`src/rtl/bcd_conv_sched_if.sv`:
```
// Request/result bus for the two-requester binary-to-BCD converter.
// slave  : converter side (takes requests, drives readies and results)
// master : requester/consumer side
interface bcd_conv_sched_if;
  logic       req0_valid;
  logic [7:0] req0_bin;
  logic       req0_ready;
  logic       req1_valid;
  logic [7:0] req1_bin;
  logic       req1_ready;
  logic       out_valid;
  logic       out_ready;
  logic       out_id;
  logic [3:0] out_hundreds;
  logic [3:0] out_tens;
  logic [3:0] out_ones;
  logic       busy;

  modport slave (
    input  req0_valid, req0_bin, req1_valid, req1_bin, out_ready,
    output req0_ready, req1_ready, out_valid, out_id,
           out_hundreds, out_tens, out_ones, busy
  );

  modport master (
    output req0_valid, req0_bin, req1_valid, req1_bin, out_ready,
    input  req0_ready, req1_ready, out_valid, out_id,
           out_hundreds, out_tens, out_ones, busy
  );
endinterface

```
`src/rtl/bcd_conv_sched.sv`:
```
// Round-robin scheduled 8-bit binary to 3-digit BCD converter (double dabble).
// Ports:
//   clk, rst_n : clock, asynchronous active-low reset
//   bus        : slave modport of bcd_conv_sched_if
//                req0/req1 valid/bin/ready request channels (readies are combinational),
//                out_valid/out_ready result handshake with out_id and BCD digits,
//                busy high whenever the FSM is not idle.
// One conversion takes a transfer cycle, 8 shift cycles and at least one result cycle.
module bcd_conv_sched #(
  parameter int unsigned W = 8
) (
  input  logic               clk,
  input  logic               rst_n,
  bcd_conv_sched_if.slave    bus
);

  localparam int unsigned DIG_W = 4;
  localparam int unsigned CNT_W = 3;

  typedef enum logic [1:0] {
    IDLE    = 2'd0,
    CONVERT = 2'd1,
    DONE    = 2'd2
  } state_e;

  state_e             state_q;
  state_e             state_d;
  logic               out_valid_q;
  logic               busy_q;

  logic               last_q;
  logic               id_q;
  logic [W-1:0]       bin_q;
  logic [DIG_W-1:0]   hun_q;
  logic [DIG_W-1:0]   ten_q;
  logic [DIG_W-1:0]   one_q;
  logic [CNT_W-1:0]   cnt_q;

  logic               out_id_q;
  logic [DIG_W-1:0]   out_hun_q;
  logic [DIG_W-1:0]   out_ten_q;
  logic [DIG_W-1:0]   out_one_q;

  logic               grant_id_c;
  logic               ready0_c;
  logic               ready1_c;
  logic               xfer_c;
  logic               last_step_c;
  logic [DIG_W-1:0]   hun_n;
  logic [DIG_W-1:0]   ten_n;
  logic [DIG_W-1:0]   one_n;

  // Adjust-then-shift of one digit: low 3 bits of the adjusted digit move up,
  // cin enters bit 0. The bit leaving a digit is simply (digit >= 5).
  function automatic logic [DIG_W-1:0] dabble(input logic [DIG_W-1:0] d, input logic cin);
    logic [2:0] lo;
    lo = (d >= 4'd5) ? (d[2:0] + 3'd3) : d[2:0];
    return {lo, cin};
  endfunction

  // Arbitration: a tie goes to the requester not granted last.
  always_comb begin
    grant_id_c = 1'b0;
    if (bus.req0_valid && bus.req1_valid) begin
      grant_id_c = ~last_q;
    end else if (bus.req1_valid) begin
      grant_id_c = 1'b1;
    end
    ready0_c = rst_n && (state_q == IDLE) && bus.req0_valid && !grant_id_c;
    ready1_c = rst_n && (state_q == IDLE) && bus.req1_valid &&  grant_id_c;
    xfer_c   = ready0_c || ready1_c;
  end

  assign last_step_c = (state_q == CONVERT) && (cnt_q == CNT_W'(W - 1));

  // One double-dabble step across {hundreds, tens, ones, bin}.
  always_comb begin
    hun_n = dabble(hun_q, ten_q >= 4'd5);
    ten_n = dabble(ten_q, one_q >= 4'd5);
    one_n = dabble(one_q, bin_q[W-1]);
  end

  // Next-state logic.
  always_comb begin
    state_d = state_q;
    case (state_q)
      IDLE:    if (xfer_c)        state_d = CONVERT;
      CONVERT: if (last_step_c)   state_d = DONE;
      DONE:    if (bus.out_ready) state_d = IDLE;
      default:                    state_d = IDLE;
    endcase
  end

  // State register with registered status outputs.
  always_ff @(posedge clk or negedge rst_n) begin
    if (!rst_n) begin
      state_q     <= IDLE;
      out_valid_q <= 1'b0;
      busy_q      <= 1'b0;
    end else begin
      state_q     <= state_d;
      out_valid_q <= (state_d == DONE);
      busy_q      <= (state_d != IDLE);
    end
  end

  // Capture, shift and result registers.
  always_ff @(posedge clk or negedge rst_n) begin
    if (!rst_n) begin
      last_q    <= 1'b1;
      id_q      <= 1'b0;
      bin_q     <= '0;
      hun_q     <= '0;
      ten_q     <= '0;
      one_q     <= '0;
      cnt_q     <= '0;
      out_id_q  <= 1'b0;
      out_hun_q <= '0;
      out_ten_q <= '0;
      out_one_q <= '0;
    end else if (xfer_c) begin
      bin_q  <= ready1_c ? W'(bus.req1_bin) : W'(bus.req0_bin);
      id_q   <= ready1_c;
      last_q <= ready1_c;
      hun_q  <= '0;
      ten_q  <= '0;
      one_q  <= '0;
      cnt_q  <= '0;
    end else if (state_q == CONVERT) begin
      hun_q <= hun_n;
      ten_q <= ten_n;
      one_q <= one_n;
      bin_q <= {bin_q[W-2:0], 1'b0};
      cnt_q <= cnt_q + CNT_W'(1);
      // Result registers change only when a conversion completes.
      if (last_step_c) begin
        out_id_q  <= id_q;
        out_hun_q <= hun_n;
        out_ten_q <= ten_n;
        out_one_q <= one_n;
      end
    end
  end

  assign bus.req0_ready   = ready0_c;
  assign bus.req1_ready   = ready1_c;
  assign bus.out_valid    = out_valid_q;
  assign bus.busy         = busy_q;
  assign bus.out_id       = out_id_q;
  assign bus.out_hundreds = out_hun_q;
  assign bus.out_tens     = out_ten_q;
  assign bus.out_ones     = out_one_q;

endmodule

```
`src/flat_wrapper.sv`:
```
// flat-port wrapper written by rule: the top's interface ports become plain ports
module bcd_conv_sched_flat 
#(
  parameter int unsigned W = 8
)
  (clk, rst_n, bus_req0_valid, bus_req0_bin, bus_req1_valid, bus_req1_bin, bus_out_ready, bus_req0_ready, bus_req1_ready, bus_out_valid, bus_out_id, bus_out_hundreds, bus_out_tens, bus_out_ones, bus_busy);
  bcd_conv_sched_if bus_i ();
  input  logic clk;
  input  logic rst_n;
  input wire logic [$bits(bus_i.req0_valid)-1:0] bus_req0_valid;
  input wire logic [$bits(bus_i.req0_bin)-1:0] bus_req0_bin;
  input wire logic [$bits(bus_i.req1_valid)-1:0] bus_req1_valid;
  input wire logic [$bits(bus_i.req1_bin)-1:0] bus_req1_bin;
  input wire logic [$bits(bus_i.out_ready)-1:0] bus_out_ready;
  output wire logic [$bits(bus_i.req0_ready)-1:0] bus_req0_ready;
  output wire logic [$bits(bus_i.req1_ready)-1:0] bus_req1_ready;
  output wire logic [$bits(bus_i.out_valid)-1:0] bus_out_valid;
  output wire logic [$bits(bus_i.out_id)-1:0] bus_out_id;
  output wire logic [$bits(bus_i.out_hundreds)-1:0] bus_out_hundreds;
  output wire logic [$bits(bus_i.out_tens)-1:0] bus_out_tens;
  output wire logic [$bits(bus_i.out_ones)-1:0] bus_out_ones;
  output wire logic [$bits(bus_i.busy)-1:0] bus_busy;
  assign bus_i.req0_valid = bus_req0_valid;
  assign bus_i.req0_bin = bus_req0_bin;
  assign bus_i.req1_valid = bus_req1_valid;
  assign bus_i.req1_bin = bus_req1_bin;
  assign bus_i.out_ready = bus_out_ready;
  assign bus_req0_ready = bus_i.req0_ready;
  assign bus_req1_ready = bus_i.req1_ready;
  assign bus_out_valid = bus_i.out_valid;
  assign bus_out_id = bus_i.out_id;
  assign bus_out_hundreds = bus_i.out_hundreds;
  assign bus_out_tens = bus_i.out_tens;
  assign bus_out_ones = bus_i.out_ones;
  assign bus_busy = bus_i.busy;
  bcd_conv_sched #(.W(W)) u_core (.clk(clk), .rst_n(rst_n), .bus(bus_i));
endmodule
```
`config.mk`:
```
export PLATFORM = sky130hd
export DESIGN_NAME = bcd_conv_sched_flat
export DESIGN_NICKNAME = d
export VERILOG_FILES = /design/src/rtl/bcd_conv_sched_if.sv /design/src/rtl/bcd_conv_sched.sv /design/src/flat_wrapper.sv
export SDC_FILE = /design/constraint.sdc
export NUM_CORES = 1
export LEC_CHECK = 0
export CAP_MARGIN = 20
export CORE_MARGIN = 4
export CORE_UTILIZATION = 43
export CTS_BUF_LIST = sky130_fd_sc_hd__clkbuf_8
export DETAILED_ROUTE_END_ITERATION = 12
export PLACE_DENSITY_LB_ADDON = 0.15
export SYNTH_ARGS = -nofsm -noshare
export SYNTH_HDL_FRONTEND = slang
export SYNTH_SLANG_ARGS = --single-unit
```
`constraint.sdc`:
```
create_clock -name clk -period 2.29 [get_ports clk]
set_input_delay 0.458 -clock clk [delete_from_list [all_inputs] [get_ports clk]]
set_output_delay 0.458 -clock clk [all_outputs]
set_load 0.05 [all_outputs]
```
# Word-level counts from Yosys, hierarchy flattened
# Index checks and enable logic that the tools add are counted.
word_totals:
  in_bits: 21
  wordCells: 60
  regBits: 42
op_classes:
  n_eq_ne: 4
  n_bitwise: 2
  n_reduce_logical: 13
  n_mux: 20
  n_addsub: 4
  n_lt_le_gt_ge: 3
op_table:
  columns: ["op", "count"]
  rows:
  - ["4-bit 2-to-1 mux", 6]
  - ["8-bit 2-to-1 mux", 3]
  - ["3-bit 2-to-1 mux", 5]
  - ["4-bit by 3-bit >= comparator with 1-bit output, second input constant", 3]
  - ["3-bit by 2-bit adder with 3-bit output, second input constant", 3]
  - ["1-bit logical AND", 7]
  - ["2-bit 2-to-1 mux", 3]
  - ["2-bit case mux with 3 select lines", 1]
  - ["2-bit == test, second input constant", 2]
  - ["2-bit nonzero test", 2]
  - ["3-bit by 1-bit adder with 3-bit output, second input constant", 1]
  - ["3-bit == test, second input constant", 1]
  - ["3-bit AND reduction", 1]
  - ["2-bit by 1-bit == test with 1-bit output, second input constant", 1]
  - ["2-bit logical NOT", 1]
  - ["1-bit 2-to-1 mux", 2]
  - ["1-bit inverter", 2]
  - ["1-bit logical NOT", 1]
  - ["1-bit logical OR", 1]

# Depth between registers and ports, before layout
depth:
  word_depth: 8
  ltp_mapped: 6

# Least setup slack after synthesis
# OpenSTA, ideal clock, no wires.
synth_timing:
  kind: "in2out"
  from: "input rst_n"
  to: "output bus_req0_ready"
  required_time_ns: 1.832
  arrival_ns: 1.578
  slack_ns: 0.254
  n_path_buf: 0
  stages: 3
  cell_sequence: "nor3b_4 nand2_1 a21oi_1"
synth_between:
  elab_chain_cells: 3
synth_lines:
  columns: ["item", "line_no", "text"]
  rows:
  - ["from (decl)", "flat_wrapper.sv:9", "input logic rst_n;"]
  - ["1-bit logical AND (3 in a row)", "bcd_conv_sched.sv:69", "ready0_c = rst_n && (state_q == IDLE) && bus.req0_valid && !grant_id_c;"]
  - ["to (decl)", "flat_wrapper.sv:15", "output wire logic [$bits(bus_i.req0_ready)-1:0] bus_req0_ready;"]
# Every way passes these cells.

# Final worst setup path
layout_timing:
  from: "input bus_req1_valid"
  to: "output bus_req1_ready"
layout_between:
  elab_chain_cells: 3
layout_lines:
  columns: ["item", "line_no", "text"]
  rows:
  - ["from (decl)", "flat_wrapper.sv:12", "input wire logic [$bits(bus_i.req1_valid)-1:0] bus_req1_valid;"]
  - ["1-bit 2-to-1 mux / 1-bit logical AND (equally long branches)", "bcd_conv_sched.sv:66, bcd_conv_sched.sv:64", null]
  - ["1-bit 2-to-1 mux", "bcd_conv_sched.sv:64", "if (bus.req0_valid && bus.req1_valid) begin"]
  - ["1-bit logical AND (*)", "bcd_conv_sched.sv:70", "ready1_c = rst_n && (state_q == IDLE) && bus.req1_valid && grant_id_c;"]
  - ["to (decl)", "flat_wrapper.sv:16", "output wire logic [$bits(bus_i.req1_ready)-1:0] bus_req1_ready;"]
# Mark *: on every way between the ends. The rest lies on a longest branch, timed or not.

==> out/results.txt <==
status -> completed
Post-synth ARST share -> 100%
leakage -> 1.14 nW
vias per cell -> 5.26
Crit. End Element -> output pin
Final #Nets -> 268
Critical Path AT -> 1650 ps
Root Buffer -> clkbuf_8
core area -> 0.00441 sq mm
Max Fclk -> 475 MHz
Top FF cell, synth -> dfrtp_1
Syn Nets -> 223
hold buffer count at cts -> 0
diodes inserted -> 0
H-tree depth -> 2
Post-CTS Setup Inserts -> 0
ratio of cells with drive above 1 in the final layout -> 12.1%
Overflow after GRT -> 0
Worst Setup Path Type -> primary input to output pin
IO Pins -> 38
total die area -> 0.00579 sq mm
VDD IR max -> 0.000635 V
Post-CTS Resized -> 0
drt first-iter violations -> 61
CTS tree -> yes
post-synthesis area per instance -> 10.3 sq um
clk_lat worst skew -> 300 ps
largest net degree at the start of global routing -> 29
Routed Antenna Nets -> 0
maximum clock insertion buffer count -> 2
CP max stage delay -> 580 ps
routed len/inst -> 13.9 um
Mapped Cells -> 194
Slowest cell on crit path -> clkdlybuf4s50_1
worst-path cell chain -> clkdlybuf4s50_1 > a21boi_4 > nand2_2 > inv_2 > buf_12
via count -> 1537
number of global-route vias before repair -> 1527
clk slew on worst S/H paths -> 80 ps
Final min period -> 2110 ps
Synth Register Bits -> 42
HP Class -> primary input to asynchronous set/reset pin
CTS sink cnt -> 42
Core Rows -> 24
Synth-to-Final Area Change -> 27.9%
Power Dens Cells -> 1470 mW/mm^2
max-cap violations -> 0
DRT Pass-1 Iters -> 5
Final Hold Viols -> 0
commonest non-fill, non-tap cells in the layout -> dfrtp_1, nand2_1, clkdlybuf4s50_1, o21ai_1, nand3_1
GRT Util Overall -> 15.6%
gpl congestion -> 0.729
Setup TNS -> 0 ps
Initial Utilization -> 45.1%
detailed placer's ending HPWL -> 2890 um
crit path max fanout -> 8
global-route wire length before repair -> 7360 um
type of origin of the critical path -> primary input
Required @ worst endpoint -> 1830 ps
RSZ-0062 raised after global routing -> false
CTS buffer count -> 5
Detailed Route WL -> 4070 um
Slew @ Worst Pin -> 742 ps
relative slew slack -> 50.5%
Yosys Warn Count -> 0
Max Slew Vio Count -> 0
commonest non-fill, non-tap cell in the layout -> dfrtp_1
Port Buffer Count -> 37
Util after Layout -> 57.7%
Remaining DRCs -> 0
synthesized area -> 0.00199 sq mm
final setup vio count -> 0
number of antenna violations at the first check in global routing -> 0
die width -> 76.1 um
fraction of the yosys area taken by sequential cells -> 52.8%
clk_skew -> 7.68 ps
final worst-path cycle share -> 92.0%
WHS -> 157 ps
Die Y -> 76.1 um
EDFF count, synth -> 0
distinct cell type count after synthesis -> 32
## report_power, final
group / total (W) / switching, W / leakage [nW] / internal (W)
registers: 0.00131 / 0.000217 / 0.529 / 0.00109
logic: 0.00200 / 0.00122 / 0.562 / 0.000781
clock network: 0.000449 / 0.000246 / 0.0519 / 0.000203
total: 0.00376 / 0.00168 / 1.14 / 0.00208
## final timing paths
check / startpoint / endpoint / slack [ps] / cells after the start
max in group asynchronous: rst_n / u_core.last_q / 1810 / 2
min in group clk: u_core.cnt_q[0] / u_core.cnt_q[0] / 480 / 1
hold reg to reg: u_core.cnt_q[0] / u_core.cnt_q[0] / 480 / 1
setup / recovery: bus_req1_valid / bus_req1_ready / 180 / 5
hold / removal: rst_n / u_core.hun_q[2] / 160 / 2
setup reg to reg: u_core.one_q[0] / u_core.one_q[2] / 530 / 6
## sequential cells by signal (all words and copies together) (netlist names)
name,count
u_core.bus.out_ones,4
u_core.one_q,4
u_core.bin_q,8
u_core.bus.busy,1
u_core.last_q,1
u_core.hun_q,4
u_core.bus.out_hundreds,4
u_core.ten_q,4
u_core.bus.out_valid,1
u_core.bus.out_tens,4
u_core.state_q,2
u_core.bus.out_id,1
u_core.cnt_q,3
u_core.id_q,1
## layer usage
metal	up-vias	track usage (%)	part of all wire, %
met2	18	25.5	51
met5	-	0	0
met1	742	19.4	45
met3	2	5.67	3.8
li1	775	-	-
met4	0	4.20	0.59
## worst max-delay path, delay by kind of cell
family / cells / cell delay, ps
simple gates: 1 / 140
compound gates: 1 / 230
buf+inv: 3 / 830
## through the flow
stage | area [sq um] | power [W] | cells | worst slack [ps]
floorplan | 1990 | 0.00274 | 194 | 254
global placement | 2470 | 0.00330 | 284 | 219
detailed placement | 2470 | 0.00335 | 284 | 197
CTS | 2550 | 0.00380 | 292 | 184
global route | 2550 | 0.00410 | 292 | 101
finish | 2550 | 0.00376 | 292 | 183
## cells by family after synthesis
kind of cell             after synthesis  synth area share [%]
buffers and inverters                 18                  4.65
XOR/XNOR                               3                  1.32
multiplexers                           6                  3.27
adder cells (fa/ha/maj)                8                  5.03
AO/OA/AOI/OAI                         56                  18.3
AND/OR/NAND/NOR                       61                  14.6
flip-flops                            42                  52.8
## synth_stat cells, types with 2 or more instances
cell | n | area [sq um]
nor2_1 | 2 | 7.51
nand3_1 | 13 | 65.1
nor3b_1 | 3 | 22.5
mux2i_1 | 2 | 20.0
a21oi_1 | 9 | 45.0
o21ai_1 | 24 | 120
dfrtp_1 | 41 | 1030
ha_1 | 8 | 100
a221oi_1 | 6 | 52.6
inv_1 | 9 | 33.8
nand2_1 | 35 | 131
mux2_2 | 3 | 33.8
buf_4 | 3 | 22.5
a31oi_1 | 7 | 43.8
buf_2 | 2 | 10.0
nand2b_1 | 4 | 25.0
xnor2_1 | 3 | 26.3
o31ai_1 | 3 | 22.5
a32o_1 | 3 | 30.0
nand2_2 | 2 | 12.5
## final cells by class
type | instances | area [sq um]
inverters | 10 | 37.5
well taps | 52 | 65.1
multi-input cells | 134 | 847
clock inverters | 3 | 11.3
fillers | 397 | 1870
flip-flops and latches | 42 | 1050
repair buffers | 46 | 465
clock buffers | 5 | 68.8
Power figures use the tool's default switching activity.
